### src/rtl/apb_slave_sel_ctrl.sv
// APB-side sequencer for the AHB-to-APB bridge: decodes paddr into one-hot slave selects,
// muxes the selected slave's response back, and bounds every access with a wait-state watchdog.
`timescale 1ns/1ps
`ifndef PADDR_WIDTH
`define PADDR_WIDTH 32
`endif
`ifndef APB_DATA_WIDTH
`define APB_DATA_WIDTH 32
`endif

module apb_slave_sel_ctrl #(
  parameter int NUM_SLV = 4,
  parameter int IDX_W   = 2,
  parameter int SEL_LSB = 12,
  parameter int TIMEOUT = 16,
  parameter int TO_W    = 5
) (
  input  logic                               hclk,
  input  logic                               hreset_n,
  input  logic                               psel_en,
  input  logic                               penable,
  input  logic [`PADDR_WIDTH-1:0]            paddr,
  input  logic [NUM_SLV-1:0]                 slv_en,
  input  logic [NUM_SLV-1:0]                 pready_s,
  input  logic [NUM_SLV-1:0]                 pslverr_s,
  input  logic [NUM_SLV*`APB_DATA_WIDTH-1:0] prdata_s,
  output logic [NUM_SLV-1:0]                 psel_s,
  output logic                               pready_x,
  output logic                               pslverr_x,
  output logic [`APB_DATA_WIDTH-1:0]         prdata_x,
  output logic                               to_pulse,
  output logic [7:0]                         to_cnt,
  output logic [IDX_W-1:0]                   err_idx
);

  localparam int DW = `APB_DATA_WIDTH;
  localparam logic [TO_W-1:0] TO_LAST = TO_W'(TIMEOUT - 1);

  typedef enum logic [1:0] {IDLE, SETUP, ACCESS} state_t;

  state_t            state, state_nxt;
  logic [IDX_W-1:0]  cur_idx, cur_idx_nxt;
  logic              cur_vld, cur_vld_nxt;
  logic [TO_W-1:0]   wait_cnt, wait_cnt_nxt;
  logic [IDX_W-1:0]  dec_idx;
  logic              dec_vld;
  logic              to_evt;
  logic              err_evt;

  assign dec_idx = paddr[SEL_LSB +: IDX_W];

  // An index beyond the populated slaves is treated like a disabled slave.
  always_comb begin
    dec_vld = 1'b0;
    if (int'(dec_idx) < NUM_SLV) dec_vld = slv_en[dec_idx];
  end

  always_comb begin
    state_nxt    = state;
    cur_idx_nxt  = cur_idx;
    cur_vld_nxt  = cur_vld;
    wait_cnt_nxt = '0;
    psel_s       = '0;
    pready_x     = 1'b0;
    pslverr_x    = 1'b0;
    prdata_x     = '0;
    to_evt       = 1'b0;
    err_evt      = 1'b0;
    case (state)
      IDLE: begin
        if (psel_en) begin
          state_nxt   = SETUP;
          cur_idx_nxt = dec_idx;
          cur_vld_nxt = dec_vld;
        end
      end
      SETUP: begin
        if (cur_vld) psel_s[cur_idx] = 1'b1;
        state_nxt = ACCESS;
      end
      ACCESS: begin
        if (cur_vld) psel_s[cur_idx] = 1'b1;
        if (!psel_en) begin
          state_nxt = IDLE;
        end else begin
          // A real pready in the expiry cycle takes priority over the watchdog.
          if (!cur_vld) begin
            pready_x  = 1'b1;
            pslverr_x = 1'b1;
            err_evt   = 1'b1;
          end else if (pready_s[cur_idx]) begin
            pready_x  = 1'b1;
            pslverr_x = pslverr_s[cur_idx];
            prdata_x  = prdata_s[cur_idx*DW +: DW];
          end else if (wait_cnt == TO_LAST) begin
            pready_x  = 1'b1;
            pslverr_x = 1'b1;
            to_evt    = 1'b1;
            err_evt   = 1'b1;
          end else begin
            wait_cnt_nxt = wait_cnt + 1'b1;
          end
          if (pready_x) begin
            if (!penable) begin
              state_nxt   = SETUP;
              cur_idx_nxt = dec_idx;
              cur_vld_nxt = dec_vld;
            end else begin
              state_nxt = IDLE;
            end
          end
        end
      end
      default: state_nxt = IDLE;
    endcase
  end

  always_ff @(posedge hclk or negedge hreset_n) begin
    if (!hreset_n) begin
      state    <= IDLE;
      cur_idx  <= '0;
      cur_vld  <= 1'b0;
      wait_cnt <= '0;
      to_pulse <= 1'b0;
      to_cnt   <= '0;
      err_idx  <= '0;
    end else begin
      state    <= state_nxt;
      cur_idx  <= cur_idx_nxt;
      cur_vld  <= cur_vld_nxt;
      wait_cnt <= wait_cnt_nxt;
      to_pulse <= to_evt;
      if (to_evt && (to_cnt != 8'hFF)) to_cnt <= to_cnt + 8'd1;
      if (err_evt) err_idx <= cur_idx;
    end
  end

endmodule

### config.mk
export PLATFORM = sky130hd
export DESIGN_NAME = apb_slave_sel_ctrl
export DESIGN_NICKNAME = d
export VERILOG_FILES = /design/src/rtl/apb_slave_sel_ctrl.sv
export SDC_FILE = /design/constraint.sdc
export NUM_CORES = 1
export LEC_CHECK = 0
export BUFFER_PORTS_ARGS = -buffer_cell sky130_fd_sc_hd__buf_4
export CAP_MARGIN = 20
export CORE_AREA = 2 2 88 90
export CTS_BUF_LIST = sky130_fd_sc_hd__clkbuf_8
export CTS_CLUSTER_SIZE = 8
export DETAILED_ROUTE_END_ITERATION = 12
export DIE_AREA = 0 0 90 92
export GPL_TIMING_DRIVEN = 0
export PLACE_DENSITY = 0.71
export SYNTH_ARGS = -nofsm -noshare
export SYNTH_HDL_FRONTEND = slang
export SYNTH_SLANG_ARGS = --single-unit
### constraint.sdc
create_clock -name hclk -period 1.9 [get_ports hclk]
set_input_delay 0.285 -clock hclk [delete_from_list [all_inputs] [get_ports hclk]]
set_output_delay 0.285 -clock hclk [all_outputs]
set_load 0.02 [all_outputs]
==> impl_metrics.ini, run 1 <==
[outcome]
outcome = finished with violations
failed_checks = negative setup slack

[global_route]
grt_overflow = 0
grt_max_degree = 22
grt_pass1_wl_um = 12500
antenna_found_initial = 0
grt_pass1_vias = 2380
track_usage_pct = 18.8

[finish]
num_antenna_cells = 0
stdcell_count = 488
layout.nets = 569
drive_gt1_share_pct = 71.0
finish.utilization_pct = 53.9
synthToLayoutAreaGrowth_pct = 91.0

[timing]
finalSetupTns_ns = -9.34
max_freq_ghz = 0.461
tightest_slew_ns = 0.555
setup_viol = 42
period_needed_ns = 2.17
fin_worst_skew_ns = 0.00410
relSlewSlack_pct = 63.0
rsz0062_at_grt = yes
fin_crit_sh_pct = 114
setup_ws_ns = -0.271
hold_viol_final = 0
maxSlewViolCount = 0

[synthesis]
syn_nets = 361
synth-seq-cells = 21
syn_inst = 179
synth.avg_cell_area_um2 = 11.7
ys_seq_area_share_pct = 25.0
synth-compound-area-share_pct = 2.56
synth_top_area_cell = mux4_2
ys_warn_count = 0
synth_fa_ha_area_share_pct = 3.57
synthXorXnorAreaFrac_pct = 2.92
synth_top_family_by_area = multiplexers
synth_top_area_share_pct = 37.5
synth_area_leaders = mux4_2, dfrtp_1, nor2b_1
synth_mux_area_share_pct = 42.3
yosysUniqueCellTypes = 32
synthSimpleGateAreaFrac_pct = 20.2
synth_area_um2 = 2100

[critical_path]
crit_arrival_ns = 1.89
crit_fanout = 8
worstSetupPathType = reg2out
endpoint_kind = primary output
start_kind = flop
crit_required_ns = 1.62

[placed_design]
dp.final_hpwl_um = 6810
gp_congestion = 0.855
pre_cts_ws_ns = -0.459
portBuffers = 194
dp.cells = 475

[clock_tree]
clk_pin_slew_ns = 0.08
clock_path_buffers = 2
insertion_delay_ns = 0.26
htreeDepth = 1
cts_buffers = 3
cts-root-buf = clkbuf_8
cts_tree = built
clock-sinks = 21

[floorplan]
core_area_um2 = 7450
initial_core_util_pct = 28.2
rows = 32
ios = 225
die_h_um = 92
fp.dieW_um = 90
die-area_um2 = 8280

[flow_run]
maxCapViolCount = 0

[hold_path]
min_path_type = in2reg

[routing]
num_vias = 2390
drt_first_pass_iters = 4
drc = 0
dr.first_iter.drc_count = 27
ant_nets = 0
wl_per_cell_um = 17.2
via_per_inst = 4.90
routed_wirelength_um = 8400

[power_and_ir_drop]
p_per_area_nw_per_um2 = 809
p_leak_nw = 1.96
ir_drop_mv = 0.497
cells in the final DEF, fill, tap and decap left out, types with 3 or more instances in the layout:
cell / synthesis / final
buf_6: 0 / 5
buf_8: 0 / 5
dfrtp_1: 21 / 21
ha_1: 6 / 5
nor2_1: 8 / 7
inv_1: 5 / 5
and3_1: 3 / 3
clkbuf_8: 0 / 3
xor2_1: 4 / 4
mux2_4: 0 / 3
mux4_2: 35 / 35
nand3_1: 8 / 6
mux2_2: 6 / 5
buf_4: 0 / 199
nor2b_1: 34 / 33
nand2_1: 8 / 7
worst paths after layout:
| path | start | end | slack [ns] | cells after the start |
|---|---|---|---|---|
| setup / recovery | cur_idx[0] | prdata_x[11] | -0.27 | 5 |
| hold reg to reg | wait_cnt[0] | wait_cnt[0] | 0.47 | 1 |
| max in group asynchronous | hreset_n | state[0] | 1.24 | 2 |
| hold / removal | paddr[12] | cur_idx[0] | 0.28 | 2 |
| min in group asynchronous | hreset_n | to_cnt[0] | 0.44 | 2 |
| setup reg to reg | cur_idx[0] | to_cnt[6] | -0.23 | 5 |
critical path, cell delays in order, from the launching register on:
cell and delay, ns:
dfrtp_1 0.41, mux4_2 0.64, nand3_4 0.20, clkbuf_16 0.16, nor2b_1 0.05, buf_4 0.15
per-stage QoR:
step / instance area [µm²] / power, W / hold slack (ns)
after floorplan: 2110 / 0.00214 / -0.0106
after detailed placement: 3690 / 0.00277 / 0.186
after global placement: 3690 / 0.00275 / 0.182
final: 4010 / 0.00325 / 0.283
after global routing: 4010 / 0.00347 / 0.287
after CTS: 3940 / 0.00323 / 0.275
cell usage after synthesis (all sizes together):
cell type  instances
nand3b             1
and3               3
xor2               4
nand4              1
and2               2
or3                1
o21ai              3
nor2b             34
nor3               5
nand2b             1
a22o               1
a41o               1
a31oi              1
nor2               8
inv                6
clkbuf             7
ha                 6
mux4              35
o221ai             1
a21oi              1
nand2              8
xnor2              3
nor3b              1
mux2               9
dfrtp             21
nand4b             2
buf                5
nand3              8
area by class of cell:
class                      instances  area, µm²
clock inverter                     1       5.00
clock buffer                       3       41.3
timing repair buffer             203       1540
fill                             673       3430
buffer                            12        139
sequential                        21        526
tap                              102        128
multi-input combinational        140       1610
inverter                           6       25.0
cell families after synthesis:
| family | Yosys count |
|---|---|
| AOI/OAI and AO/OA | 8 |
| xor gates and xnor gates | 7 |
| adders and majority gates | 6 |
| buffers and inverters | 18 |
| DFF | 21 |
| muxes | 44 |
| and+or+nand+nor | 75 |
repair_timing:
action                                  CTS  global route
hold buffers                              1             0
resized for setup                        42            16
pin swaps                                 3             4
buffers inserted                          6             1
endpoints found under the setup margin   41            48
cloned                                    0             1
hold endpoints to repair                 21             0
state kept, by name, summed over array words and instances, names as in the netlist:
register / flops
to_cnt: 8
to_pulse: 1
wait_cnt: 5
err_idx: 2
state: 2
cur_vld: 1
cur_idx: 2
report_power, final:
part | leakage [nW] | total (W) | switching, W | internal [W]
Clock | 0.0255 | 0.000292 | 0.000146 | 0.000146
Sequential | 0.281 | 0.000579 | 0.0000581 | 0.000521
Combinational | 1.65 | 0.00238 | 0.000955 | 0.00142
Total | 1.96 | 0.00325 | 0.00116 | 0.00209
per-layer routing:
metal | share of wire, % | up-vias | GRT usage, %
met3 | 7.2 | 18 | 4.44
met1 | 37 | 1157 | 22.1
met4 | 2.2 | 0 | 4.36
met2 | 53 | 122 | 34.5
met5 | 0 | - | 0
li1 | - | 1093 | -
(Power assumes the default switching activity.)
==> run 2, diff against run 1 <==
PLACE_DENSITY = 0.69   (was 0.71)
clock period = 2.8 ns   (was 1.9 ns; I/O delays follow)
==> impl_metrics.ini, run 2 (synthesized netlist as in run 1, its figures left out) <==
[floorplan]
rows = 32
ios = 225
die-area_um2 = 8280
core_area_um2 = 7450
fp.dieW_um = 90
die_h_um = 92
initial_core_util_pct = 28.2

[timing]
rsz0062_at_grt = no
relSlewSlack_pct = 60.0
hold_viol_final = 0
period_needed_ns = 2.63
setup_viol = 0
finalSetupTns_ns = 0
max_freq_ghz = 0.380
tightest_slew_ns = 0.599
fin_hold_ws_ns = 0.0220
fin_worst_skew_ns = 0.00701
maxSlewViolCount = 0
fin_crit_sh_pct = 93.9

[clock_tree]
holdBufCountCts = 0
cts-root-buf = clkbuf_8
insertion_delay_ns = 0.27
cts_buffers = 3
clk_pin_slew_ns = 0.08
clock_path_buffers = 2
cts_tree = built
clock-sinks = 21
post_cts_buffers = 0
ctsResizeCount = 0
htreeDepth = 1

[critical_path]
worstSetupPathType = reg2out
r2r_setup_slack_ns = 0.67
reg2reg_from = cur_idx[0]
crit_chain = mux4_2 -> nand3_1 -> clkbuf_1 -> nor2b_1 -> buf_4
start_kind = flop
endpoint_kind = primary output
crit_required_ns = 2.38
rr_worst_depth = 5
slowest_stage = mux4_2
regToRegEndpoint = to_cnt[6]
critPathMaxStageDelay_ns = 0.61
crit_arrival_ns = 2.21
crit_fanout = 10

[routing]
drt_first_pass_iters = 4
num_vias = 2279
drc = 0
routed_wirelength_um = 8110
via_per_inst = 4.76
ant_nets = 0
wl_per_cell_um = 16.9
dr.first_iter.drc_count = 27

[placed_design]
dp.final_hpwl_um = 6940
gp_congestion = 0.846
portBuffers = 194

[finish]
largest_register = to_cnt
fillers = 697
reg_top3 = to_cnt x8, wait_cnt x5
layout.nets = 560
num_antenna_cells = 0
mostFrequentLayoutCells = buf_4, mux4_2, nor2b_1
seqCellArea_um2 = 526
multi_input_area_um2 = 1510
synthToLayoutAreaGrowth_pct = 77.9
largest_register_ffs = 8
drive_gt1_share_pct = 65.3
final_common_cell = buf_4
finish.utilization_pct = 50.2

[global_route]
grt_pass1_vias = 2456
track_usage_pct = 19.2
grt_pass1_wl_um = 12700
grt_max_degree = 22
grt_overflow = 0
antenna_found_initial = 0

[power_and_ir_drop]
p_leak_nw = 1.81
p_per_area_nw_per_um2 = 555
ir_drop_mv = 0.321

[flow_run]
maxCapViolCount = 0

[outcome]
outcome = complete, no violations

[hold_path]
min_path_type = in2async
[run 2: cell type report]
class / count / share of cell area [%]
Timing Repair Buffer: 194 / 38.9
Clock inverter: 1 / 0.134
Buffer: 12 / 1.51
Multi-Input combinational cell: 140 / 40.2
Inverter: 6 / 0.602
Sequential cell: 21 / 14.1
Tap cell: 102 / 3.41
Clock buffer: 3 / 1.10
[run 2: worst max path at each step]
stage                 from      endpoint  slack [ns]
6_report        cur_idx[0]  prdata_x[11]        0.17
5_1_grt         cur_idx[0]  prdata_x[12]       0.006
4_1_cts         cur_idx[1]  prdata_x[17]        0.05
3_5_place_dp   pready_s[3]  prdata_x[12]        0.30
3_3_place_gp   pready_s[3]  prdata_x[11]        0.28
2_1_floorplan   cur_idx[0]  prdata_x[10]        0.70
[run 2: power breakdown]
part	leakage [nW]	internal (W)	total (W)	switching, W
Sequential	0.281	0.000354	0.000388	0.0000348
Combinational	1.51	0.000865	0.00149	0.000621
Clock	0.0255	0.0000993	0.000203	0.000103
Total	1.81	0.00132	0.00208	0.000759
[run 2: stage by stage]
step           std cells  worst slack (ns)  power [W]  cell area, µm²
2_1_floorplan        179             0.698    0.00145            2100
3_3_place_gp         475             0.277    0.00187            3690
3_5_place_dp         475             0.305    0.00189            3690
4_1_cts              479            0.0488    0.00209            3730
5_1_grt              479           0.00581    0.00222            3740
6_report             479             0.170    0.00208            3740
[run 2: critical path, delay by kind of cell (launching register included)]
family / cells / cell delay, ns
buffers and inverters: 2 / 0.59
flip-flops: 1 / 0.38
multiplexers: 1 / 0.61
AND/OR/NAND/NOR: 2 / 0.35
[run 2: per-layer routing]
layer	vias to the layer above	track usage (%)	wire, µm
li1	1070	-	-
met1	1092	21.7	3000
met2	108	36.6	4460
met3	9	4.44	519
met4	0	4.36	129
met5	-	0	0
